## src/rtl/calc1_pkg.sv

```systemverilog
// Shared encodings for the calc1 scheduler: commands, responses and the
// per-port capture FSM states.
package calc1_pkg;
  localparam logic [3:0] CMD_NOP = 4'd0;
  localparam logic [3:0] CMD_ADD = 4'd1;
  localparam logic [3:0] CMD_SUB = 4'd2;
  localparam logic [3:0] CMD_SHL = 4'd5;
  localparam logic [3:0] CMD_SHR = 4'd6;

  localparam logic [1:0] RESP_NONE = 2'd0;
  localparam logic [1:0] RESP_OK   = 2'd1;
  localparam logic [1:0] RESP_ERR  = 2'd2;

  typedef enum logic [1:0] {ST_IDLE, ST_OP2, ST_PEND, ST_FLIGHT} port_state_e;

  function automatic logic is_valid_cmd(input logic [3:0] cmd);
    return (cmd == CMD_ADD) || (cmd == CMD_SUB) || (cmd == CMD_SHL) || (cmd == CMD_SHR);
  endfunction
endpackage

```

## src/rtl/calc1_port_ctrl.sv

```systemverilog
// One requester port: captures cmd/op1/op2, waits for a grant, then drives a
// one-cycle response when its tag comes back from the ALU.
module calc1_port_ctrl
  import calc1_pkg::*;
#(
  parameter int DW = 32
) (
  input  logic          c_clk,
  input  logic          reset,
  input  logic [3:0]    req_cmd,
  input  logic [DW-1:0] req_data,
  input  logic          grant,
  input  logic          rsp_hit,
  input  logic [1:0]    alu_resp,
  input  logic [DW-1:0] alu_result,
  output logic          pend,
  output logic [3:0]    cmd,
  output logic [DW-1:0] op1,
  output logic [DW-1:0] op2,
  output logic [1:0]    out_resp,
  output logic [DW-1:0] out_data
);
  port_state_e   state_q, state_d;
  logic [3:0]    cmd_q, cmd_d;
  logic [DW-1:0] op1_q, op1_d, op2_q, op2_d, data_q, data_d;
  logic [1:0]    resp_q, resp_d;

  always_comb begin
    state_d = state_q;
    cmd_d   = cmd_q;
    op1_d   = op1_q;
    op2_d   = op2_q;
    data_d  = data_q;
    resp_d  = RESP_NONE;
    case (state_q)
      // Only IDLE looks at req_cmd, so a command to a busy port is dropped.
      ST_IDLE: if (req_cmd != CMD_NOP) begin
        state_d = ST_OP2;
        cmd_d   = req_cmd;
        op1_d   = req_data;
      end
      ST_OP2: begin
        op2_d = req_data;
        if (is_valid_cmd(cmd_q)) begin
          state_d = ST_PEND;
        end else begin
          state_d = ST_IDLE;
          resp_d  = RESP_ERR;
          data_d  = '0;
        end
      end
      ST_PEND: if (grant) state_d = ST_FLIGHT;
      ST_FLIGHT: if (rsp_hit) begin
        state_d = ST_IDLE;
        resp_d  = alu_resp;
        data_d  = alu_result;
      end
      default: state_d = ST_IDLE;
    endcase
  end

  always_ff @(posedge c_clk) begin
    if (reset) begin
      state_q <= ST_IDLE;
      cmd_q   <= '0;
      op1_q   <= '0;
      op2_q   <= '0;
      data_q  <= '0;
      resp_q  <= RESP_NONE;
    end else begin
      state_q <= state_d;
      cmd_q   <= cmd_d;
      op1_q   <= op1_d;
      op2_q   <= op2_d;
      data_q  <= data_d;
      resp_q  <= resp_d;
    end
  end

  assign pend     = (state_q == ST_PEND);
  assign cmd      = cmd_q;
  assign op1      = op1_q;
  assign op2      = op2_q;
  assign out_resp = resp_q;
  assign out_data = data_q;
endmodule

```

## src/rtl/calc1_scheduler.sv

```systemverilog
// Shares one calc1 ALU between NPORTS requesters: round-robin issue and a
// tag pipeline that routes each ALU result back to its port.
module calc1_scheduler
  import calc1_pkg::*;
#(
  parameter int NPORTS  = 4,
  parameter int DW      = 32,
  parameter int ALU_LAT = 2
) (
  input  logic                 c_clk,
  input  logic                 reset,
  input  logic [4*NPORTS-1:0]  req_cmd_in,
  input  logic [DW*NPORTS-1:0] req_data_in,
  output logic [2*NPORTS-1:0]  out_resp,
  output logic [DW*NPORTS-1:0] out_data,
  output logic                 alu_valid,
  output logic [3:0]           alu_cmd,
  output logic [DW-1:0]        alu_op1,
  output logic [DW-1:0]        alu_op2,
  input  logic [1:0]           alu_resp,
  input  logic [DW-1:0]        alu_result
);
  localparam int PW = $clog2(NPORTS);

  logic [NPORTS-1:0]          pend, grant, rsp_hit;
  logic [NPORTS-1:0][3:0]     p_cmd;
  logic [NPORTS-1:0][DW-1:0]  p_op1, p_op2;
  logic [PW-1:0]              rr_q, rr_d, gnt_idx, cand;
  logic                       gnt_any;
  logic [ALU_LAT-1:0]         tag_vld_q, tag_vld_d;
  logic [ALU_LAT-1:0][PW-1:0] tag_idx_q, tag_idx_d;

  for (genvar gi = 0; gi < NPORTS; gi++) begin : g_port
    calc1_port_ctrl #(.DW(DW)) u_port (
      .c_clk      (c_clk),
      .reset      (reset),
      .req_cmd    (req_cmd_in[4*gi +: 4]),
      .req_data   (req_data_in[DW*gi +: DW]),
      .grant      (grant[gi]),
      .rsp_hit    (rsp_hit[gi]),
      .alu_resp   (alu_resp),
      .alu_result (alu_result),
      .pend       (pend[gi]),
      .cmd        (p_cmd[gi]),
      .op1        (p_op1[gi]),
      .op2        (p_op2[gi]),
      .out_resp   (out_resp[2*gi +: 2]),
      .out_data   (out_data[DW*gi +: DW])
    );
  end

  // rr_q is the first port searched this cycle, i.e. one past the last grant.
  always_comb begin
    gnt_any = 1'b0;
    gnt_idx = rr_q;
    cand    = rr_q;
    for (int i = 0; i < NPORTS; i++) begin
      cand = PW'((int'(rr_q) + i) % NPORTS);
      if (!gnt_any && !reset && pend[cand]) begin
        gnt_any = 1'b1;
        gnt_idx = cand;
      end
    end
    grant = '0;
    if (gnt_any) grant[gnt_idx] = 1'b1;
    rr_d = rr_q;
    if (gnt_any) rr_d = (gnt_idx == PW'(NPORTS-1)) ? '0 : gnt_idx + 1'b1;
  end

  assign alu_valid = gnt_any;
  assign alu_cmd   = gnt_any ? p_cmd[gnt_idx] : '0;
  assign alu_op1   = gnt_any ? p_op1[gnt_idx] : '0;
  assign alu_op2   = gnt_any ? p_op2[gnt_idx] : '0;

  always_comb begin
    tag_vld_d    = tag_vld_q;
    tag_idx_d    = tag_idx_q;
    tag_vld_d[0] = gnt_any;
    tag_idx_d[0] = gnt_idx;
    for (int i = 1; i < ALU_LAT; i++) begin
      tag_vld_d[i] = tag_vld_q[i-1];
      tag_idx_d[i] = tag_idx_q[i-1];
    end
    rsp_hit = '0;
    if (tag_vld_q[ALU_LAT-1]) rsp_hit[tag_idx_q[ALU_LAT-1]] = 1'b1;
  end

  always_ff @(posedge c_clk) begin
    if (reset) begin
      rr_q      <= '0;
      tag_vld_q <= '0;
      tag_idx_q <= '0;
    end else begin
      rr_q      <= rr_d;
      tag_vld_q <= tag_vld_d;
      tag_idx_q <= tag_idx_d;
    end
  end
endmodule

```

## config.mk

```make
export PLATFORM = sky130hd
export DESIGN_NAME = calc1_scheduler
export DESIGN_NICKNAME = d
export VERILOG_FILES = /design/src/rtl/calc1_pkg.sv /design/src/rtl/calc1_port_ctrl.sv /design/src/rtl/calc1_scheduler.sv
export SDC_FILE = /design/constraint.sdc
export NUM_CORES = 1
export LEC_CHECK = 0
export BUFFER_PORTS_ARGS = -buffer_cell sky130_fd_sc_hd__buf_2
export CAP_MARGIN = 25
export CELL_PAD_IN_SITES_DETAIL_PLACEMENT = 2
export CELL_PAD_IN_SITES_GLOBAL_PLACEMENT = 2
export CORE_ASPECT_RATIO = 0.75
export CORE_MARGIN = 2
export CORE_UTILIZATION = 29
export CTS_BUF_LIST = sky130_fd_sc_hd__clkbuf_8
export CTS_CLUSTER_SIZE = 28
export DETAILED_ROUTE_END_ITERATION = 7
export GPL_TIMING_DRIVEN = 0
export PLACE_DENSITY = 0.91
export SKIP_CTS_REPAIR_TIMING = 1
export SLEW_MARGIN = 20
export SYNTH_ARGS = -nofsm -noshare
export SYNTH_HDL_FRONTEND = slang
export SYNTH_SLANG_ARGS = --single-unit
```

## constraint.sdc

```tcl
create_clock -name c_clk -period 2.4 [get_ports c_clk]
set_clock_uncertainty 0.05 [all_clocks]
set_input_delay 0.24 -clock c_clk [delete_from_list [all_inputs] [get_ports c_clk]]
set_output_delay 0.24 -clock c_clk [all_outputs]
set_load 0.005 [all_outputs]
```

==> summary.txt, run 1 <==
Status
  • Status: complete, but fails checks
  • Failing checks: negative setup slack

Route
  • Final WL: 177,300 um
  • Initial drt markers: 4,275
  • Drc violations: 0
  • Pre-Repair DR Iteration Count: 6
  • DR vias: 31,820
  • Wire per inst: 37.10 um
  • Final ANT Viol Nets: 0
  • Via-per-instance ratio: 6.657

Floorplan
  • # IOs: 385
  • Core Box Area: 72,000 um2
  • Row Count: 85
  • Starting Density: 0.2941
  • DIE HEIGHT: 238.0 um
  • Die area: 75,220 um2
  • DIE WIDTH: 316.0 um

Timing
  • Fmax achieved: 214.6 MHz
  • Worst Slack Setup Final: -2.259 ns
  • Actual slew at the worst max-slew pin: 1.371 ns
  • Max-slew violations: 0
  • Relative slew slack: 0.08606
  • # setup viols final: 317
  • RSZ-0062 raised after global routing: yes
  • Period utilisation layout: 1.941
  • Endpoints failing hold: 0
  • Fin crit period: 4.659 ns

Job
  • Maxcap violations: 0

Clocking
  • H-tree depth: 3
  • Clock Tree Root: clkbuf_8
  • CTS clk-pin slew, worst paths: 0.09 ns
  • Clock sinks: 424
  • CTS tree: built
  • Inserted Clock Buffers: 78
  • Clk Latency, worst-skew pair: 0.77 ns
  • Max Buffers Root-to-Sink: 3

Placement
  • IO Port Bufs: 384
  • Routability congestion estimate: 0.9440
  • DP Area: 24,410 um2
  • Pre-CTS setup slack: -2.052 ns
  • Dpl hpwl: 93,390 um

Synthesis
  • Synth Area in Compound Gates: 0.2705
  • Async S/R FF share, synth: 0
  • Cell taking the most area after synthesis: dfxtp_1
  • Gate Count Post-Synth: 3,066
  • XOR/XNOR Fraction of Synth Area: 0.001654
  • Synth top area cells: dfxtp_1 40%, nand2_1 21%, a21oi_1 10%
  • Area share of the largest cell type after synthesis: 0.4008
  • Largest family of logic cells by synthesized area: compound AO/OA/AOI/OAI gates
  • Top cells by count, synth: 1,172 x nand2_1, 434 x a21oi_1, 424 x dfxtp_1
  • Post-synthesis mux area share: 0.001064
  • Sequential area share after synthesis: 0.4008
  • Top FF cell, synth: dfxtp_1
  • Synth unique cells: 58
  • Synth warnings: 0
  • Most common cell in the synthesized netlist: nand2_1
  • Netlist Area Pre-Place: 21,180 um2
  • Avg Inst Size Synth: 6.907 um2
  • Seq cells post-synth: 424
  • Syn Nets: 3,247
  • Post-Synth Simple-Gate Area: 0.2668
  • EDFF count, synth: 0
  • Adder-cell share of the synthesized area: 0.0005908

Setup path
  • CP Max Fanout: 10
  • Crit path max-delay family: compound AO/OA/AOI/OAI gates
  • Top cell by count, worst path: buf_8
  • Required @ worst endpoint: 2.11 ns
  • Slowest-stage cell, CP: a21oi_2
  • Buffers & Inverters on Critical Path: 6
  • Worst-path cell chain: buf_6 -> or3b_4 -> a2111o_1 -> a211oi_4 -> or4_4 -> buf_12 -> buf_4 -> buf_8 -> buf_8 -> o211ai_1 -> a21oi_2 -> buf_2
  • Critical path's largest stage delay: 0.48 ns
  • Startpoint types: flop
  • Type of destination of the critical path: output port
  • Crit path kind: flop to output port
  • Crit path DAT: 4.37 ns

Global route
  • Initial antenna violation count: 26
  • Total global-route track usage: 0.3452
  • Largest net degree at the start of global routing: 12
  • Vias in the first global route: 29,010
  • Global-route wire length before repair: 195,100 um
  • Remaining global-route overflow: 0

Final layout
  • Fin area: 30,050 um2
  • Final #Nets: 3,921
  • Fraction of layout cells with a size suffix above 1: 0.2357
  • Area grow syn2layout: 41.88%

Power
  • Pwr dens: 1023 nW/um2
  • Lkg Pwr: 11.15 nW
  • Worst VDD drop: 405.9 uV

Worst hold path
  • Hold Crit Class: input port to flop
[flip-flops by register name (all words and copies together) (netlist names), named ones only]
name and flops:
rr_q 2, g_port.u_port.op2 128, g_port.u_port.state_q 4, g_port.u_port.out_data 128, tag_vld_q 2, tag_idx_d 2
g_port.u_port.cmd 16, g_port.u_port.op1 128, tag_idx_q 2, g_port.u_port.out_resp 8
[metal layers]
layer / track usage / vias up / part of all wire
li1: - / 11930 / -
met1: 0.4300 / 15690 / 0.36
met2: 0.5277 / 2999 / 0.41
met3: 0.09734 / 1182 / 0.13
met4: 0.2092 / 16 / 0.092
met5: 0.001948 / - / 0.00056
[cell type report]
cell class | count | area, um2
fill | 8198 | 41950
multi-input combinational | 2326 | 12690
sequential | 424 | 8497
timing repair buffer | 601 | 4169
buffer | 304 | 1694
clock buffer | 104 | 1431
tap | 957 | 1197
clock inverter | 37 | 292.8
antenna | 22 | 55.05
inverter | 5 | 18.77
[cell usage in the layout, fill, tap and decap left out, drive strengths merged, types with 8 or more instances in the layout]
master,n
a211oi,137
a22oi,179
nor2b,12
nand2,1172
nand3,96
and2,8
a21oi,434
dlygate4sd3,178
nand2b,10
clkbuf,346
diode,22
clkinv,12
dfxtp,424
nor3,8
buf,485
o211ai,68
o22ai,68
nor2,64
inv,24
[final timing paths]
check / startpoint / to / slack, ns / cells past startpoint
setup / recovery: flop / alu_op1[14] / -2.26 / 12
hold reg to reg: tag_idx_d[2] / tag_idx_q[2] / 0.41 / 1
setup reg to reg: rr_q[0] / g_port[3].u_port.state_q[0] / -1.03 / 13
hold / removal: req_cmd_in[13] / g_port[3].u_port.state_q[0] / 0.24 / 3
[metrics by stage]
step,power [mW],utilization,std cells,hold WS [ns],TNS [ns]
after CTS,26.04,0.3629,4548,-0.3374,-247.90
after global routing,30.80,0.4169,4768,0.2437,-148.24
after floorplan,13.53,-,3066,0.3260,-10.35
after global placement,17.28,0.3388,4407,0.3713,-168.86
final,30.72,0.4173,4780,0.2430,-160.09
after detailed placement,17.67,0.3390,4407,0.3781,-202.39
[power by group]
part	total [mW]	leakage (nW)	internal, mW	switching, mW
logic	13.5	6.73	3.57	9.93
clock network	8.56	0.953	4.33	4.22
registers	8.66	3.47	7.70	0.960
total	30.7	11.1	15.6	15.1
[worst min-delay path, cell delays in order]
cell and delay (ns):
buf_2 0.10, nor4_1 0.11, a2111oi_4 0.52
[cell families (layout without fill, tap and decap cells)]
group           count (synthesis)  after routing
simple gates                 1406           1406
compound gates                914            914
flops                         424            424
buf+inv                       316           1051
xor+xnor                        4              4
fa+ha+maj                       1              1
mux                             1              1
other cells                     0             22
(Power assumes the default switching activity.)
==> run 2: changes to the inputs <==
ABC_AREA = 1   (was default)
CELL_PAD_IN_SITES_DETAIL_PLACEMENT = default   (was 2)
CELL_PAD_IN_SITES_GLOBAL_PLACEMENT = default   (was 2)
CORE_UTILIZATION = 45   (was 29)
PLACE_DENSITY = 0.83   (was 0.91)
==> run 2 against run 1 <==
Clock power fell by 26%. Routed wire length fell by 53%. Flip-flop and latch count did not move. Register-to-register slack improved by 0.59 ns. Combinational power rose by 10%. Worst hold slack got worse by 0.078 ns. Power fell by 1.4%. Sequential power rose by 4.3%. Sequential share of layout area rose by 4.7 points. Clock-buffer cell count fell by 18. Synthesized cell count fell by 15%. Die area fell by 45%. The run ends with design-rule violations, negative setup slack left.
==> summary.txt, run 2 <==
Floorplan
  • DIE HEIGHT: 176.1 um (was 238.0 um)
  • Starting Density: 0.4529 (was 0.2941)
  • Core Box Area: 39,260 um2 (was 72,000 um2)
  • DIE WIDTH: 233.5 um (was 316.0 um)
  • Die area: 41,130 um2 (was 75,220 um2)
  • # IOs: 385 (unchanged)
  • Row Count: 63 (was 85)

Setup path
  • Top cell by count, worst path: nand2_2 (was buf_8)
  • CP Max Fanout: 8 (was 10)
  • Startpoint types: flop (unchanged)
  • Crit path DAT: 3.23 ns (was 4.37 ns)
  • Crit path max-delay family: buffers and inverters (was compound AO/OA/AOI/OAI gates)
  • Worst-path cell chain: buf_8 -> buf_6 -> nand3_2 -> nand3_2 -> nand2_2 -> nand4_1 -> buf_4 -> nand2_2 -> nand2_2 -> nand3_4 -> nand2_8 -> clkinv_8 -> buf_12 -> clkbuf_16 -> nand2_4 -> a21oi_2 -> buf_2 (was buf_6 -> or3b_4 -> a2111o_1 -> a211oi_4 -> or4_4 -> buf_12 -> buf_4 -> buf_8 -> buf_8 -> o211ai_1 -> a21oi_2 -> buf_2)
  • Crit path kind: flop to output port (unchanged)
  • Required @ worst endpoint: 2.11 ns (about the same)
  • Slowest-stage cell, CP: dfxtp_2 (was a21oi_2)
  • Buffers & Inverters on Critical Path: 7 (was 6)
  • Critical path's largest stage delay: 0.32 ns (was 0.48 ns)
  • Type of destination of the critical path: output port (unchanged)

Timing
  • # setup viols final: 157 (was 317)
  • Worst Hold Margin: 0.1651 ns (was 0.2430 ns)
  • Relative slew slack: 0.3408 (was 0.08606)
  • Fin crit period: 3.515 ns (was 4.659 ns)
  • Actual slew at the worst max-slew pin: 0.9851 ns (was 1.371 ns)
  • Period utilisation layout: 1.465 (was 1.941)
  • Max-slew violations: 0 (unchanged)
  • Endpoints failing hold: 0 (unchanged)
  • RSZ-0062 raised after global routing: yes (unchanged)
  • Fmax achieved: 284.5 MHz (was 214.6 MHz)
  • Worst Slack Setup Final: -1.115 ns (was -2.259 ns)
  • TNS Setup: -80.57 ns (was -160.09 ns)

Placement
  • Routability congestion estimate: 0.9776 (was 0.9440)
  • Pre-CTS setup slack: -0.4482 ns (was -2.052 ns)
  • Dpl hpwl: 50,700 um (was 93,390 um)
  • Dpl cells: 3,525 (was 4,407)
  • IO Port Bufs: 384 (unchanged)

Final layout
  • Final non-filler cell total: 3,872 (was 4,780)
  • Most common cell after layout, fill and taps aside: nor2_1 (was nand2_1)
  • Area grow syn2layout: 44.73% (was 41.88%)
  • Final Util: 0.6555 (was 0.4173)
  • Most frequent cells in the layout: 612 x nor2_1, 531 x nand2_1, 420 x dfxtp_1 (was 1,172 x nand2_1, 419 x dfxtp_1, 395 x buf_2)
  • Final #Nets: 3,486 (was 3,921)
  • Fraction of layout cells with a size suffix above 1: 0.2524 (was 0.2357)

Synthesis
  • Sequential area share after synthesis: 0.4774 (was 0.4008)
  • Gate Count Post-Synth: 2,621 (was 3,066)
  • Synth warnings: 0 (unchanged)
  • Netlist Area Pre-Place: 17,780 um2 (was 21,180 um2)
  • Cell taking the most area after synthesis: dfxtp_1 (unchanged)
  • Syn Nets: 2,802 (was 3,247)
  • EDFF count, synth: 0 (unchanged)
  • Most common cell in the synthesized netlist: nand2_1 (unchanged)
  • Synth top area cells: dfxtp_1 48%, nand2_1 14%, nor2_1 13% (was dfxtp_1 40%, nand2_1 21%, a21oi_1 10%)
  • Top FF cell, synth: dfxtp_1 (unchanged)
  • Top cells by count, synth: 677 x nand2_1, 615 x nor2_1, 424 x dfxtp_1 (was 1,172 x nand2_1, 434 x a21oi_1, 424 x dfxtp_1)
  • Async S/R FF share, synth: 0 (unchanged)
  • Seq cells post-synth: 424 (unchanged)
  • Avg Inst Size Synth: 6.783 um2 (was 6.907 um2)
  • Area share of the largest cell type after synthesis: 0.4774 (was 0.4008)
  • Synth unique cells: 27 (was 58)

Global route
  • Initial antenna violation count: 6 (was 26)
  • Global-route wire length before repair: 99,100 um (was 195,100 um)
  • Vias in the first global route: 17,270 (was 29,010)
  • Total global-route track usage: 0.3140 (was 0.3452)
  • Largest net degree at the start of global routing: 11 (was 12)
  • Remaining global-route overflow: 0 (unchanged)

Power
  • Power Internal: 17.11 mW (was 15.60 mW)
  • Sw Share: 0.4351 (was 0.4921)
  • Worst VDD drop: 559.7 uV (was 405.9 uV)
  • Sequential power share: 0.298 (was 0.282)
  • Pwr dens: 1177 nW/um2 (was 1023 nW/um2)
  • Clock power frac: 0.209 (was 0.279)
  • Combinational cell fraction of total power: 0.493 (was 0.439)
  • Lkg Pwr: 11.97 nW (was 11.15 nW)
  • Switching power: 13.17 mW (was 15.12 mW)

Status
  • Status: complete, but fails checks (unchanged)
  • Failing checks: design-rule violations, negative setup slack (was negative setup slack)

Route
  • Drc violations: 10 (was 0)
  • DR vias: 22,860 (was 31,820)
  • Pre-Repair DR Iteration Count: 8 (was 6)
  • Initial drt markers: 3,453 (was 4,275)
  • Wire per inst: 21.31 um (was 37.10 um)
  • Via-per-instance ratio: 5.903 (was 6.657)
  • Final WL: 82,500 um (was 177,300 um)
  • Final ANT Viol Nets: 0 (unchanged)

Clocking
  • CTS clk-pin slew, worst paths: 0.06 ns (was 0.09 ns)
  • H-tree depth: 3 (unchanged)
  • CTS tree: built (unchanged)
  • Inserted Clock Buffers: 68 (was 78)
  • Clock sinks: 424 (unchanged)
  • Clock Tree Root: clkbuf_8 (unchanged)
  • Max Buffers Root-to-Sink: 3 (unchanged)
  • Clk Latency, worst-skew pair: 0.64 ns (was 0.77 ns)

Job
  • Maxcap violations: 0 (unchanged)

Worst hold path
  • Hold Crit Class: input port to flop (unchanged)
[run 2: changes by cell type after synthesis, sizes merged, moves of 68 or more]
| cell | delta |
|---|---|
| o211ai | -68 |
| a21oi | -213 |
| o21ai | +327 |
| nor2 | +553 |
| o22ai | -68 |
| a211oi | -137 |
| nand2 | -490 |
| clkbuf | -129 |
| a22oi | -179 |
[run 2: cell families after synthesis]
group,count (synthesis),share of synthesized area
fa+ha+maj,1,0.0007036
simple gates,1409,0.3091
flops,424,0.4774
compound gates,556,0.1568
buf+inv,231,0.05602
[run 2: path summary, 6_finish.rpt]
| kind | start | endpoint | slack, ns | cells after the start |
|---|---|---|---|---|
| setup / recovery | rr_q[0] | alu_op2[18] | -1.12 | 17 |
| setup reg to reg | g_port[3].u_port.state_q[0] | g_port[3].u_port.out_data[14] | -0.44 | 7 |
| hold / removal | reset | g_port[0].u_port.out_data[4] | 0.17 | 3 |
| hold reg to reg | tag_idx_d[2] | tag_idx_q[2] | 0.35 | 2 |
[run 2: layout make-up]
class,count,area (um2)
Fill cell,2914,13520
Multi-Input combinational cell,1967,9404
Sequential cell,424,8496
Timing Repair Buffer,612,4472
Clock buffer,86,1184
Buffer,186,1150
Tap cell,520,650.6
Inverter,45,200.2
Clock inverter,27,155.1
Timing Repair inverter,1,11.26
Antenna cell,4,10.01
[run 2: metrics by stage]
stage	power, mW	area (um2)
global route	31.12	25730
floorplan	14.68	17780
finish	30.28	25730
CTS	24.43	21690
global placement	18.21	20350
detailed placement	18.32	20350
[run 2: routing by layer]
layer,part of all wire,track usage,up-vias
met5,0.00016,0,-
met3,0.14,0.08026,627
met2,0.41,0.4391,2084
li1,-,-,9794
met1,0.37,0.4519,10350
met4,0.081,0.1392,2
[run 2: power groups by stage]
stage,registers [mW],clock network (mW),logic [mW]
floorplan,8.92,0,5.76
finish,9.03,6.32,14.9
CTS,8.88,6.20,9.36
global route,9.12,6.52,15.5
detailed placement,9.01,0,9.31
global placement,8.98,0,9.23
[run 2: tightest hold or removal path: cells and delay by family]
family,cells,cell delay [ns]
AOI/OAI and AO/OA,1,0.19
buffers and inverters,2,0.38
